## config.mk

```make
export PLATFORM = sky130hd
export DESIGN_NAME = hapara_icap_burst_arbiter_flat
export DESIGN_NICKNAME = d
export VERILOG_FILES = /design/src/rtl/hapara_icap_burst_arbiter_if.sv /design/src/rtl/hapara_icap_burst_arbiter.sv /design/src/flat_wrapper.sv
export SDC_FILE = /design/constraint.sdc
export NUM_CORES = 1
export LEC_CHECK = 0
export BUFFER_PORTS_ARGS = -buffer_cell sky130_fd_sc_hd__buf_2
export CAP_MARGIN = 20
export CELL_PAD_IN_SITES_DETAIL_PLACEMENT = 1
export CELL_PAD_IN_SITES_GLOBAL_PLACEMENT = 2
export CORE_ASPECT_RATIO = 1.2
export CORE_MARGIN = 10
export CORE_UTILIZATION = 26
export CTS_BUF_LIST = sky130_fd_sc_hd__clkbuf_8
export DETAILED_ROUTE_END_ITERATION = 10
export PLACE_DENSITY_LB_ADDON = 0.25
export RECOVER_POWER = 50
export SYNTH_ARGS = -nofsm -noshare
export SYNTH_HDL_FRONTEND = slang
export SYNTH_SLANG_ARGS = --single-unit
```

## constraint.sdc

```tcl
create_clock -name clk -period 4.1 [get_ports clk]
set_input_delay 0.82 -clock clk [delete_from_list [all_inputs] [get_ports clk]]
set_output_delay 0.82 -clock clk [all_outputs]
set_load 0.02 [all_outputs]
```

## src/rtl/hapara_icap_burst_arbiter_if.sv

```systemverilog
// Bundle of requester-side and ICAP-side signals for the ICAP burst arbiter.
// The arbiter connects through the slave modport; requesters and the ICAP
// sink (or a bench) connect through the master modport.
interface hapara_icap_burst_arbiter_if #(
  parameter int DATA_WIDTH = 32,
  parameter int NUM_REQ    = 4,
  parameter int LEN_WIDTH  = 16
);
  logic [NUM_REQ-1:0]            req;
  logic [NUM_REQ*LEN_WIDTH-1:0]  len;
  logic [NUM_REQ-1:0]            grant;
  logic [NUM_REQ-1:0]            s_valid;
  logic [NUM_REQ*DATA_WIDTH-1:0] s_data;
  logic [NUM_REQ-1:0]            s_ready;
  logic [NUM_REQ-1:0]            done;
  logic                          busy;
  logic                          icap_en;
  logic [DATA_WIDTH/8-1:0]       icap_we;
  logic [DATA_WIDTH-1:0]         icap_addr;
  logic [DATA_WIDTH-1:0]         icap_din;

  modport slave (
    input  req, len, s_valid, s_data,
    output grant, s_ready, done, busy, icap_en, icap_we, icap_addr, icap_din
  );

  modport master (
    output req, len, s_valid, s_data,
    input  grant, s_ready, done, busy, icap_en, icap_we, icap_addr, icap_din
  );
endinterface

```

## src/rtl/hapara_icap_burst_arbiter.sv

```systemverilog
// Round-robin arbiter and burst sequencer for the ICAP write port.
// One requester at a time streams a counted burst of words onto the ICAP
// en/we/addr/din port; an idle gap separates bursts so that partial
// bitstreams never interleave. Every output is a register.
module hapara_icap_burst_arbiter #(
  parameter int DATA_WIDTH = 32,
  parameter int NUM_REQ    = 4,
  parameter int LEN_WIDTH  = 16,
  parameter int GAP_CYCLES = 2
) (
  input  logic                         clk,
  input  logic                         rst,
  hapara_icap_burst_arbiter_if.slave   bus
);

  localparam int IDX_W = (NUM_REQ > 1) ? $clog2(NUM_REQ) : 1;
  localparam int GAP_W = (GAP_CYCLES > 1) ? $clog2(GAP_CYCLES) : 1;
  localparam int BYTES = DATA_WIDTH / 8;
  localparam logic [DATA_WIDTH-1:0] ADDR_STEP = DATA_WIDTH'(BYTES);
  localparam logic [BYTES-1:0]      WE_ALL    = {BYTES{1'b1}};

  typedef enum logic [1:0] {
    IDLE = 2'd0,
    XFER = 2'd1,
    DONE = 2'd2,
    GAP  = 2'd3
  } state_t;

  state_t                  state_r, state_nxt_s;
  logic [NUM_REQ-1:0]      grant_r, grant_nxt_s;
  logic [IDX_W-1:0]        gidx_r, gidx_nxt_s;
  logic [LEN_WIDTH-1:0]    cnt_r, cnt_nxt_s;
  logic [IDX_W-1:0]        rr_r, rr_nxt_s;
  logic [GAP_W-1:0]        gap_r, gap_nxt_s;
  logic [NUM_REQ-1:0]      s_ready_r, s_ready_nxt_s;
  logic [NUM_REQ-1:0]      done_r, done_nxt_s;
  logic                    busy_r, busy_nxt_s;
  logic                    en_r, en_nxt_s;
  logic [BYTES-1:0]        we_r, we_nxt_s;
  logic [DATA_WIDTH-1:0]   addr_r, addr_nxt_s;
  logic [DATA_WIDTH-1:0]   din_r, din_nxt_s;

  logic [IDX_W-1:0]        sel_s;
  logic [IDX_W-1:0]        sel_inc_s;
  logic [LEN_WIDTH-1:0]    sel_len_s;
  logic [DATA_WIDTH-1:0]   word_s;
  logic                    accept_s;

  // First requesting index at or after ptr, wrapping around the requesters.
  function automatic logic [IDX_W-1:0] rr_pick(input logic [NUM_REQ-1:0] r,
                                               input logic [IDX_W-1:0]   ptr);
    logic [IDX_W-1:0] pick;
    logic [IDX_W-1:0] idx;
    logic             found;
    pick  = ptr;
    found = 1'b0;
    for (int k = 0; k < NUM_REQ; k++) begin
      idx = IDX_W'((int'(ptr) + k) % NUM_REQ);
      if (!found && r[idx]) begin
        pick  = idx;
        found = 1'b1;
      end else begin
        found = found;
      end
    end
    return pick;
  endfunction

  // Winner selection, its length field, and the granted requester's word.
  always_comb begin
    sel_s     = rr_pick(bus.req, rr_r);
    sel_inc_s = (int'(sel_s) == NUM_REQ - 1) ? '0 : sel_s + IDX_W'(1);
    sel_len_s = '0;
    word_s    = '0;
    for (int k = 0; k < NUM_REQ; k++) begin
      if (IDX_W'(k) == sel_s) begin
        sel_len_s = bus.len[k*LEN_WIDTH +: LEN_WIDTH];
      end else begin
        sel_len_s = sel_len_s;
      end
      if (IDX_W'(k) == gidx_r) begin
        word_s = bus.s_data[k*DATA_WIDTH +: DATA_WIDTH];
      end else begin
        word_s = word_s;
      end
    end
    accept_s = |(bus.s_valid & s_ready_r);
  end

  // Next-state and next-output logic for the burst sequencer.
  always_comb begin
    state_nxt_s = state_r;
    grant_nxt_s = grant_r;
    gidx_nxt_s  = gidx_r;
    cnt_nxt_s   = cnt_r;
    rr_nxt_s    = rr_r;
    gap_nxt_s   = gap_r;
    en_nxt_s    = 1'b0;
    we_nxt_s    = '0;
    din_nxt_s   = din_r;
    // Address steps forward once per completed write.
    addr_nxt_s  = en_r ? (addr_r + ADDR_STEP) : addr_r;

    case (state_r)
      IDLE: begin
        if (|bus.req) begin
          grant_nxt_s = NUM_REQ'(1) << sel_s;
          gidx_nxt_s  = sel_s;
          cnt_nxt_s   = sel_len_s;
          rr_nxt_s    = sel_inc_s;
          addr_nxt_s  = '0;
          if (sel_len_s != '0) begin
            state_nxt_s = XFER;
          end else begin
            state_nxt_s = DONE;
          end
        end else begin
          state_nxt_s = IDLE;
        end
      end
      XFER: begin
        if (accept_s) begin
          en_nxt_s  = 1'b1;
          we_nxt_s  = WE_ALL;
          din_nxt_s = word_s;
          cnt_nxt_s = cnt_r - LEN_WIDTH'(1);
          if (cnt_r == LEN_WIDTH'(1)) begin
            state_nxt_s = DONE;
          end else begin
            state_nxt_s = XFER;
          end
        end else begin
          state_nxt_s = XFER;
        end
      end
      DONE: begin
        grant_nxt_s = '0;
        gap_nxt_s   = '0;
        if (GAP_CYCLES > 0) begin
          state_nxt_s = GAP;
        end else begin
          state_nxt_s = IDLE;
        end
      end
      GAP: begin
        if (int'(gap_r) >= GAP_CYCLES - 1) begin
          gap_nxt_s   = '0;
          state_nxt_s = IDLE;
        end else begin
          gap_nxt_s   = gap_r + GAP_W'(1);
          state_nxt_s = GAP;
        end
      end
      default: begin
        state_nxt_s = IDLE;
        grant_nxt_s = '0;
      end
    endcase

    // Handshake and status outputs follow the state being entered.
    s_ready_nxt_s = (state_nxt_s == XFER) ? grant_nxt_s : '0;
    done_nxt_s    = (state_nxt_s == DONE) ? grant_nxt_s : '0;
    busy_nxt_s    = (state_nxt_s != IDLE);
  end

  // State and output registers with synchronous active-low reset.
  always_ff @(posedge clk) begin
    if (!rst) begin
      state_r   <= IDLE;
      grant_r   <= '0;
      gidx_r    <= '0;
      cnt_r     <= '0;
      rr_r      <= '0;
      gap_r     <= '0;
      s_ready_r <= '0;
      done_r    <= '0;
      busy_r    <= 1'b0;
      en_r      <= 1'b0;
      we_r      <= '0;
      addr_r    <= '0;
      din_r     <= '0;
    end else begin
      state_r   <= state_nxt_s;
      grant_r   <= grant_nxt_s;
      gidx_r    <= gidx_nxt_s;
      cnt_r     <= cnt_nxt_s;
      rr_r      <= rr_nxt_s;
      gap_r     <= gap_nxt_s;
      s_ready_r <= s_ready_nxt_s;
      done_r    <= done_nxt_s;
      busy_r    <= busy_nxt_s;
      en_r      <= en_nxt_s;
      we_r      <= we_nxt_s;
      addr_r    <= addr_nxt_s;
      din_r     <= din_nxt_s;
    end
  end

  assign bus.grant     = grant_r;
  assign bus.s_ready   = s_ready_r;
  assign bus.done      = done_r;
  assign bus.busy      = busy_r;
  assign bus.icap_en   = en_r;
  assign bus.icap_we   = we_r;
  assign bus.icap_addr = addr_r;
  assign bus.icap_din  = din_r;

endmodule

```

## src/flat_wrapper.sv

```systemverilog
// flat-port wrapper written by rule: the top's interface ports become plain ports
module hapara_icap_burst_arbiter_flat 
#(
  parameter int DATA_WIDTH = 32,
  parameter int NUM_REQ    = 4,
  parameter int LEN_WIDTH  = 16,
  parameter int GAP_CYCLES = 2
)
  (clk, rst, bus_req, bus_len, bus_s_valid, bus_s_data, bus_grant, bus_s_ready, bus_done, bus_busy, bus_icap_en, bus_icap_we, bus_icap_addr, bus_icap_din);
  hapara_icap_burst_arbiter_if #(.DATA_WIDTH(DATA_WIDTH), .NUM_REQ(NUM_REQ), .LEN_WIDTH(LEN_WIDTH)) bus_i ();
  input  logic clk;
  input  logic rst;
  input wire logic [$bits(bus_i.req)-1:0] bus_req;
  input wire logic [$bits(bus_i.len)-1:0] bus_len;
  input wire logic [$bits(bus_i.s_valid)-1:0] bus_s_valid;
  input wire logic [$bits(bus_i.s_data)-1:0] bus_s_data;
  output wire logic [$bits(bus_i.grant)-1:0] bus_grant;
  output wire logic [$bits(bus_i.s_ready)-1:0] bus_s_ready;
  output wire logic [$bits(bus_i.done)-1:0] bus_done;
  output wire logic [$bits(bus_i.busy)-1:0] bus_busy;
  output wire logic [$bits(bus_i.icap_en)-1:0] bus_icap_en;
  output wire logic [$bits(bus_i.icap_we)-1:0] bus_icap_we;
  output wire logic [$bits(bus_i.icap_addr)-1:0] bus_icap_addr;
  output wire logic [$bits(bus_i.icap_din)-1:0] bus_icap_din;
  assign bus_i.req = bus_req;
  assign bus_i.len = bus_len;
  assign bus_i.s_valid = bus_s_valid;
  assign bus_i.s_data = bus_s_data;
  assign bus_grant = bus_i.grant;
  assign bus_s_ready = bus_i.s_ready;
  assign bus_done = bus_i.done;
  assign bus_busy = bus_i.busy;
  assign bus_icap_en = bus_i.icap_en;
  assign bus_icap_we = bus_i.icap_we;
  assign bus_icap_addr = bus_i.icap_addr;
  assign bus_icap_din = bus_i.icap_din;
  hapara_icap_burst_arbiter #(.DATA_WIDTH(DATA_WIDTH), .NUM_REQ(NUM_REQ), .LEN_WIDTH(LEN_WIDTH), .GAP_CYCLES(GAP_CYCLES)) u_core (.clk(clk), .rst(rst), .bus(bus_i));
endmodule
```

# Word-level counts from Yosys, hierarchy flattened
# Cells that the tools add are included.
[word_totals]
output_inout_bits = 82
ramBits = 0
latchBits = 0
ff_bits = 105
n_memories = 0
inputBits = 202
mem_bits_ro = 0
word_cells = 104
[classes]
shift = 1
mul = 0
div = 0
mux = 41
eq_ne = 15
reduce_logical = 21
n_addsub = 7
order_cmp = 5
n_bitwise = 1
[op_table]
columns = ["operator", "n"]
rows = [
  ["$mux W32", 7],
  ["$mux W16", 6],
  ["$add A32 B3 Y32 const B", 1],
  ["$pmux W16 S2", 1],
  ["$mux W2", 9],
  ["$eq A16 B1 Y1 const B", 1],
  ["$reduce_bool A16 Y1", 1],
  ["$sub A16 B1 Y16 const B", 1],
  ["$lt A2 B3 Y1 const B", 4],
  ["$reduce_and A2 Y1", 5],
  ["$mux W1", 9],
  ["$bmux W1 S2", 4],
  ["$eq A2 B2 Y1 const A", 4],
  ["$mux W4", 2],
  ["$pmux W2 S4", 1],
  ["$pmux W4 S2", 1],
  ["$reduce_or A4 Y1", 2],
  ["$eq A2 B1 Y1 const B", 3],
  ["$eq A2 B2 Y1 const B", 3],
  ["$logic_not A2 Y1", 3],
  ["$reduce_bool A2 Y1", 3],
  ["$add A2 B1 Y2 const B", 2],
  ["$add A2 B2 Y2 const B", 2],
  ["$and A4 B4 Y4", 1],
  ["other kinds (9)", 15],
]

# Logic depth before layout (Yosys ltp)
# Gate-level depths: netlist of run 1.
[depth]
depth_word = 23
mapped_depth = 14
mapped_depth_nobuf = 12

# Worst setup path after synthesis of run 1
# Ideal clock, no wire load.
[synth_timing]
kind = "input -> register"
start = "in bus_req[0]"
end = "reg u_core.state_r[0]"
setup_time_ns = 0.116
slack_ns = 0.859
required_ns = 3.984
t_arrival_ns = 3.125
cell_stages = 12
path_cell_list = "inv_1 -> o22ai_1 -> a222oi_1 -> inv_1 -> ha_1 -> nor2_2 -> buf_6 -> o211a_1 -> o22ai_1 -> nor4_4 -> nand2_1 -> a31o_1"
[synth_between]
elab_chain_cells = 21
[synth_rtl]
columns = ["element", "line_no", "rtl"]
rows = [
  ["start: declaration", "flat_wrapper.sv:13", "input wire logic [$bits(bus_i.req)-1:0] bus_req;"],
  ["$bmux W1 S2", "hapara_icap_burst_arbiter.sv:59", "if (!found && r[idx]) begin"],
  ["$mux W1 (not written as such)", "hapara_icap_burst_arbiter.sv:59", ""],
  ["$mux W1", "hapara_icap_burst_arbiter.sv:59", ""],
  ["$logic_not A1 Y1", "hapara_icap_burst_arbiter.sv:59", ""],
  ["$logic_and A1 B1 Y1", "hapara_icap_burst_arbiter.sv:59", ""],
  ["$mux W1", "hapara_icap_burst_arbiter.sv:59", ""],
  ["$logic_not A1 Y1", "hapara_icap_burst_arbiter.sv:59", ""],
  ["$logic_and A1 B1 Y1", "hapara_icap_burst_arbiter.sv:59", ""],
  ["[4 not listed]", "-", ""],
  ["named net u_core.sel_s[0]", "hapara_icap_burst_arbiter.sv:43", "logic [IDX_W-1:0] sel_s;"],
  ["$logic_not A2 Y1", "hapara_icap_burst_arbiter.sv:76", "if (IDX_W'(k) == sel_s) begin"],
  ["$mux W16 (3 in a row)", "hapara_icap_burst_arbiter.sv:76", ""],
  ["$mux W16 *", "hapara_icap_burst_arbiter.sv:76", ""],
  ["$reduce_bool A16 Y1 *", "hapara_icap_burst_arbiter.sv:112", "if (sel_len_s != '0) begin"],
  ["$mux W2 *", "hapara_icap_burst_arbiter.sv:112", ""],
  ["$mux W2 *", "hapara_icap_burst_arbiter.sv:106", "if (|bus.req) begin"],
  ["$pmux W2 S4 *", "hapara_icap_burst_arbiter.sv:104", "case (state_r)"],
  ["end signal: assignment", "hapara_icap_burst_arbiter.sv:183", "state_r <= state_nxt_s;"],
  ["end: declaration", "hapara_icap_burst_arbiter.sv:29", "state_t state_r, state_nxt_s;"],
]
# The timed path passes the listed nets; every way through them passes the cells marked *. The select of a mux whose other input is x is not followed.
# A chain may end at the register's enable or synchronous reset.

# Final worst setup path of run 1
[layout_timing]
start = "in bus_req[0]"
end = "reg u_core.s_ready_r[3], in the netlist u_core.bus.s_ready[3]"
[layout_between]
elab_chain_cells = 23
[layout_rtl]
columns = ["element", "line_no", "rtl"]
rows = [
  ["$bmux W1 S2", "hapara_icap_burst_arbiter.sv:59", ""],
  ["$mux W1 (not written as such)", "hapara_icap_burst_arbiter.sv:59", ""],
  ["$mux W1", "hapara_icap_burst_arbiter.sv:59", ""],
  ["$logic_not A1 Y1", "hapara_icap_burst_arbiter.sv:59", ""],
  ["$logic_and A1 B1 Y1", "hapara_icap_burst_arbiter.sv:59", ""],
  ["$mux W1", "hapara_icap_burst_arbiter.sv:59", ""],
  ["$logic_not A1 Y1", "hapara_icap_burst_arbiter.sv:59", ""],
  ["$logic_and A1 B1 Y1", "hapara_icap_burst_arbiter.sv:59", ""],
  ["[4 not listed]", "-", ""],
  ["named net u_core.sel_s[0]", "hapara_icap_burst_arbiter.sv:43", ""],
  ["$logic_not A2 Y1", "hapara_icap_burst_arbiter.sv:76", ""],
  ["$mux W16 (4 in a row)", "hapara_icap_burst_arbiter.sv:76", ""],
  ["$reduce_bool A16 Y1", "hapara_icap_burst_arbiter.sv:112", ""],
  ["$mux W2", "hapara_icap_burst_arbiter.sv:112", ""],
  ["$mux W2", "hapara_icap_burst_arbiter.sv:106", ""],
  ["$pmux W2 S4", "hapara_icap_burst_arbiter.sv:104", ""],
  ["$eq A2 B1 Y1", "hapara_icap_burst_arbiter.sv:161", "s_ready_nxt_s = (state_nxt_s == XFER) ? grant_nxt_s : '0;"],
  ["$reduce_and A2 Y1 (no source line)", "-", ""],
  ["end signal: assignment", "hapara_icap_burst_arbiter.sv:189", "s_ready_r <= s_ready_nxt_s;"],
  ["end: declaration", "hapara_icap_burst_arbiter.sv:35", "logic [NUM_REQ-1:0] s_ready_r, s_ready_nxt_s;"],
]
# Marks and branches as above.

==> impl_metrics.ini, run 1 <==
[outcome]
status = complete, but fails checks
violations = capacitance limit, slew limit

[drt]
dr.pass1.iters = 5
vias_per_cell = 4.95
post-route-drc-count = 0
wirelength_mm = 23.4
drt_iter0_drc = 148
wire_per_inst_um = 19.3
ant_nets = 0
vias = 5994

[critical_path]
slowest_delay_ns = 0.56
crit_type = in2reg
cp-start-kind = input pin
cpMaxStageDelayCell = a222oi_1
cp_cell_sequence = buf_2 -> inv_1 -> o22ai_1 -> a222oi_1 -> inv_1 -> ha_1 -> nor2_2 -> o211a_1 -> o22ai_1 -> nor4_4 -> nand3_2 -> and3_1
endpoint_kind = flop
cp.required_ns = 4.39
r2r_cells = 10
critical_path_peak_fanout = 13
worstPathArrival_ns = 3.74

[global_routing]
grt_max_degree = 34
grt_pass1_wl_mm = 36.3
antenna_found_initial = 0
grt.overflow.total = 0
grt_usage_pct = 15.8
grt_pass1_vias = 6448

[power]
seqPwrFrac_pct = 38.1
p_int_uw = 1760
p_comb_share_pct = 38.6
p_leak_uw = 0.00293
irDropWorstVdd_v = 0.000133
cellPowerDensity_mw_per_mm2 = 400
switching_share_pct = 40.9
clkPwrFrac_pct = 23.3
p_switching_uw = 1220

[cells_and_area]
area_growth_pct = 29.6
drive_gt1_share_pct = 30.7
final_nets = 1142
insertedDiodeCount = 0
multi_input_area_mm2 = 0.00346
fillCellCount = 2711
seqCellArea_mm2 = 0.00198

[min_path]
hold_class = reg2reg
hold_path_depth = 2

[sta]
finalSetupTns_ns = 0
max_freq_mhz = 290
setup_violations = 0
relSlewSlack_pct = -8.85
rsz0062_at_grt = no
min_period_ns = 3.45
skew_ns = 0.0251
post-route-period-util_pct = 84.1
whs_ns = 0.462
worst_pin_slew_ns = 1.63
finalHoldViolations = 0
slew_violations = 34

[floorplanning]
core_area_mm2 = 0.0218
num_rows = 59
die-height_um = 183
ioPinCount = 284
initial_core_util_pct = 26.5
dieArea_mm2 = 0.0286
die_w_um = 156

[cts]
cts_tree = built
cts_buffers = 9
clock_latency_ns = 0.41
clockRootBuffer = clkbuf_8
clk_pin_slew_ns = 0.12
cts_resized = 0
max-clock-path-buffers = 2
ctsHoldBuffers = 0
post_cts_buffers = 0
cts.htree.levels = 3
cts_num_sinks = 99

[logic_synthesis]
synth.distinct_cells = 56
seq_area_frac_synth_pct = 34.4
yosysTopAreaCellShare_pct = 34.4
synth_edf_count = 0
synthArstFlopShare_pct = 0
post-synth-top-area-cell = dfxtp_1
ys_ff_latch = 99
postSynthCellCount = 681
synthesis.area_mm2 = 0.00577
yosysWarnings = 0
yosys-top-cells-area = dfxtp_1 (34%), mux4_2 (12%), nand2_1 (8.6%)
synth_area_per_cell_um2 = 8.47
synth_top_flop_cell = dfxtp_1

[place]
dp_hpwl_mm = 18.8
routabilityCongestion = 0.776
port_buffers = 281

[flow_run]
maxCapViolCount = 1
==> final timing paths <==
| kind | startpoint | end | slack, ns |
|---|---|---|---|
| worst max register to register | u_core.rr_r[1] | u_core.bus.s_ready[3] | 0.79 |
| worst min register to register | u_core.bus.icap_din[22] | u_core.bus.icap_din[22] | 0.46 |
| worst max-delay path | bus_req[0] | u_core.bus.s_ready[3] | 0.65 |
| worst min-delay path | u_core.bus.icap_din[22] | u_core.bus.icap_din[22] | 0.46 |
==> synth_stat cells, types with 3 or more instances <==
| library cell | instances |
|---|---|
| a211oi_1 | 4 |
| a21boi_1 | 3 |
| a21oi_1 | 68 |
| a22o_1 | 3 |
| a22oi_1 | 3 |
| a31oi_1 | 3 |
| and2_1 | 6 |
| and3_1 | 8 |
| and4_1 | 4 |
| buf_2 | 12 |
| buf_4 | 7 |
| buf_6 | 3 |
| clkbuf_1 | 30 |
| dfxtp_1 | 99 |
| ha_1 | 7 |
| inv_1 | 18 |
| mux4_2 | 32 |
| nand2_1 | 132 |
| nand3_1 | 12 |
| nand4_1 | 6 |
| nor2_1 | 49 |
| nor3_1 | 22 |
| nor3_2 | 3 |
| nor4_1 | 5 |
| nor4_4 | 4 |
| o211a_1 | 16 |
| o21ai_0 | 32 |
| o22ai_1 | 26 |
| or3_1 | 8 |
| xnor2_1 | 14 |
| xor2_1 | 11 |
==> flip-flops by register name (all words and copies together) (netlist names) <==
signal                flops
u_core.bus.grant          4
u_core.bus.icap_din      32
u_core.bus.done           4
u_core.gidx_r             2
u_core.bus.s_ready        4
u_core.bus.icap_we        1
u_core.cnt_r             16
u_core.bus.icap_addr     30
u_core.bus.busy           1
u_core.state_r            2
u_core.rr_r               2
u_core.gap_r              1
==> placed cells by master, fill, tap and decap left out, types with 9 or more instances in the layout <==
master / count
inv_1: 19
clkbuf_1: 74
o21ai_0: 32
nand3_1: 12
dfxtp_1: 98
buf_2: 208
a21oi_1: 67
nor2_1: 49
mux4_2: 32
o211a_1: 16
nand2_1: 132
o22ai_1: 26
xor2_1: 11
nor3_1: 21
buf_4: 11
clkbuf_8: 9
xnor2_1: 14
==> power by group through the flow <==
stage / clock network (uW) / registers (uW) / logic (uW)
after CTS: 735 / 1140 / 1180
final: 695 / 1140 / 1150
after global routing: 767 / 1160 / 1280
after global placement: 0 / 1160 / 1170
after detailed placement: 0 / 1160 / 1170
after floorplan: 0 / 1160 / 791
==> cell families after synthesis <==
family                     count (synthesis)  synth area share (%)
DFF                                       99                  34.4
buffers and inverters                     72                  5.79
muxes                                     33                  12.7
AOI/OAI and AO/OA                        174                  19.0
other                                      1                0.0650
adders and majority gates                  7                  1.52
and+or+nand+nor                          270                  22.8
xor gates and xnor gates                  25                  3.80
==> critical path, delay by kind of cell <==
family | cells | cell delay (ns)
simple gates | 4 | 1.28
buf+inv | 3 | 0.34
fa+ha+maj | 1 | 0.26
compound gates | 4 | 1.03
==> layer usage <==
metal	global-route usage (%)	wire length (um)	vias to the layer above
li1	-	-	2942
met1	18.4	9770	2817
met4	4.54	341	0
met3	6.04	2040	19
met2	26.6	11300	216
met5	0	0	-
==> through the flow <==
step | cells | util [%] | worst slack, ns | area, um^2 | power (uW)
global placement | 1196 | 33.8 | 0.363 | 7360 | 2330
finish | 1212 | 34.3 | 0.652 | 7480 | 2990
detailed placement | 1196 | 33.8 | 0.218 | 7360 | 2330
global route | 1212 | 34.3 | 0.434 | 7480 | 3200
floorplan | 682 | - | 0.859 | 5770 | 1950
CTS | 1212 | 34.8 | 0.649 | 7570 | 3050
==> final cells by class <==
| type | instances | area share [%] |
|---|---|---|
| Sequential cell | 99 | 26.5 |
| Multi-Input combinational cell | 511 | 46.3 |
| Tap cell | 274 | 4.59 |
| Inverter | 19 | 0.954 |
| Clock inverter | 7 | 1.19 |
| Clock buffer | 9 | 1.66 |
| Timing Repair Buffer | 293 | 18.7 |
No activity file was read; power rests on OpenSTA's default activity.
==> run 2: changes to the inputs <==
==> constraint.sdc (replaced) <==
create_clock -name clk -period 3.6 [get_ports clk]
set_input_delay 0.72 -clock clk [delete_from_list [all_inputs] [get_ports clk]]
set_output_delay 0.72 -clock clk [all_outputs]
set_load 0.02 [all_outputs]
==> impl_metrics.ini, run 2 (synthesis results as in run 1) <==
[power]
p_leak_uw = 0.00293
cellPowerDensity_mw_per_mm2 = 455
irDropWorstVdd_v = 0.000152
power_uw = 3420

[cts]
cts_buffers = 9
max-clock-path-buffers = 2
clock_latency_ns = 0.39
post_cts_buffers = 0
ctsHoldBuffers = 0
cts_tree = built
cts.htree.levels = 3
clk_pin_slew_ns = 0.11
cts_resized = 0
clockRootBuffer = clkbuf_8
cts_num_sinks = 99

[critical_path]
cp-start-kind = input pin
critical_path_peak_fanout = 17
r2r_setup_slack_ns = 0.55
critPathCapture = u_core.bus.s_ready[3]
cp.required_ns = 3.89
worstPathArrival_ns = 3.39
r2r_start = u_core.rr_r[1]
critPathLaunch = bus_req[1]
reg2reg_to = u_core.bus.s_ready[3]
endpoint_kind = flop
r2r_cells = 11
crit_type = in2reg

[drt]
drt_iter0_drc = 187
wirelength_mm = 23.2
vias = 6035
post-route-drc-count = 0
dr.pass1.iters = 4
vias_per_cell = 4.96
wire_per_inst_um = 19.1
ant_nets = 0

[floorplanning]
initial_core_util_pct = 26.5
core_area_mm2 = 0.0218
num_rows = 59
dieArea_mm2 = 0.0286
die_w_um = 156
ioPinCount = 284
die-height_um = 183

[global_routing]
antenna_found_initial = 0
grt_pass1_wl_mm = 36.2
grt_pass1_vias = 6544
grt.overflow.total = 0
grt_max_degree = 34
grt_usage_pct = 15.7

[sta]
finalHoldViolations = 0
skew_ns = 0.0202
worst_pin_slew_ns = 1.58
max_freq_mhz = 322
min_period_ns = 3.11
finalSetupTns_ns = 0
worst_slack_ns = 0.495
post-route-period-util_pct = 86.3
slew_violations = 15
rsz0062_at_grt = no
setup_violations = 0
relSlewSlack_pct = -6.02

[min_path]
hold_class = reg2reg
hold_path_depth = 2

[cells_and_area]
mostFrequentLayoutCells = buf_2 (200), nand2_1 (132), dfxtp_1 (98), clkbuf_1 (83), a21oi_1 (67)
area_growth_pct = 30.3
drive_gt1_share_pct = 30.0
insertedDiodeCount = 0
largest_reg_flops = 32
final_nets = 1147
layout_commonest_cell = buf_2

[place]
routabilityCongestion = 0.781
port_buffers = 281
dp_hpwl_mm = 18.8
dpl_worst_slack_ns = 0.166

[flow_run]
maxCapViolCount = 1

[outcome]
violations = capacitance limit, slew limit
status = complete, but fails checks
[run 2: stage by stage]
stage,instance area (um^2),utilization (%),instances,hold slack [ns]
floorplan,5770,-,682,0.444
global placement,7420,34.1,1201,0.440
detailed placement,7420,34.1,1201,0.444
CTS,7630,35.0,1217,0.461
global route,7510,34.5,1217,0.489
finish,7510,34.5,1217,0.461
[run 2: worst max-delay path: stages]
cell	delay, ns
clkbuf_1	0.20
o22ai_1	0.10
a222oi_1	0.35
buf_4	0.21
inv_1	0.06
ha_1	0.39
nand2_1	0.15
o211a_1	0.18
o22ai_1	0.13
nor4_4	0.42
nand3_2	0.17
and3_1	0.28
[run 2: how the worst min path moves through the flow]
stage / from / to / slack [ns]
floorplan: u_core.cnt_r[14] / u_core.cnt_r[14] / 0.44
global placement: u_core.bus.icap_din[19] / u_core.bus.icap_din[19] / 0.44
detailed placement: u_core.bus.icap_din[26] / u_core.bus.icap_din[26] / 0.44
CTS: u_core.bus.icap_din[26] / u_core.bus.icap_din[26] / 0.46
global route: u_core.bus.icap_din[21] / u_core.bus.icap_din[21] / 0.49
finish: u_core.bus.icap_din[26] / u_core.bus.icap_din[26] / 0.46
[run 2: area by class of cell]
class                           count  area [um^2]
Clock buffer                        9          124
Sequential cell                    99         1980
Inverter                           19         71.3
Clock inverter                      7         83.8
Fill cell                        2708        14300
Tap cell                          274          343
Multi-Input combinational cell    511         3460
Timing Repair Buffer              298         1450
[run 2: report_power, final]
group / total (uW) / internal [uW] / switching, uW
registers: 1310 / 1190 / 118
clock network: 780 / 287 / 493
logic: 1330 / 561 / 771
[run 2: routing by layer]
metal	routed length, um	vias up	GRT usage [%]
li1	-	2956	-
met1	9650	2858	18.4
met2	11400	208	26.8
met3	2020	13	6.13
met4	189	0	3.06
met5	0	-	0
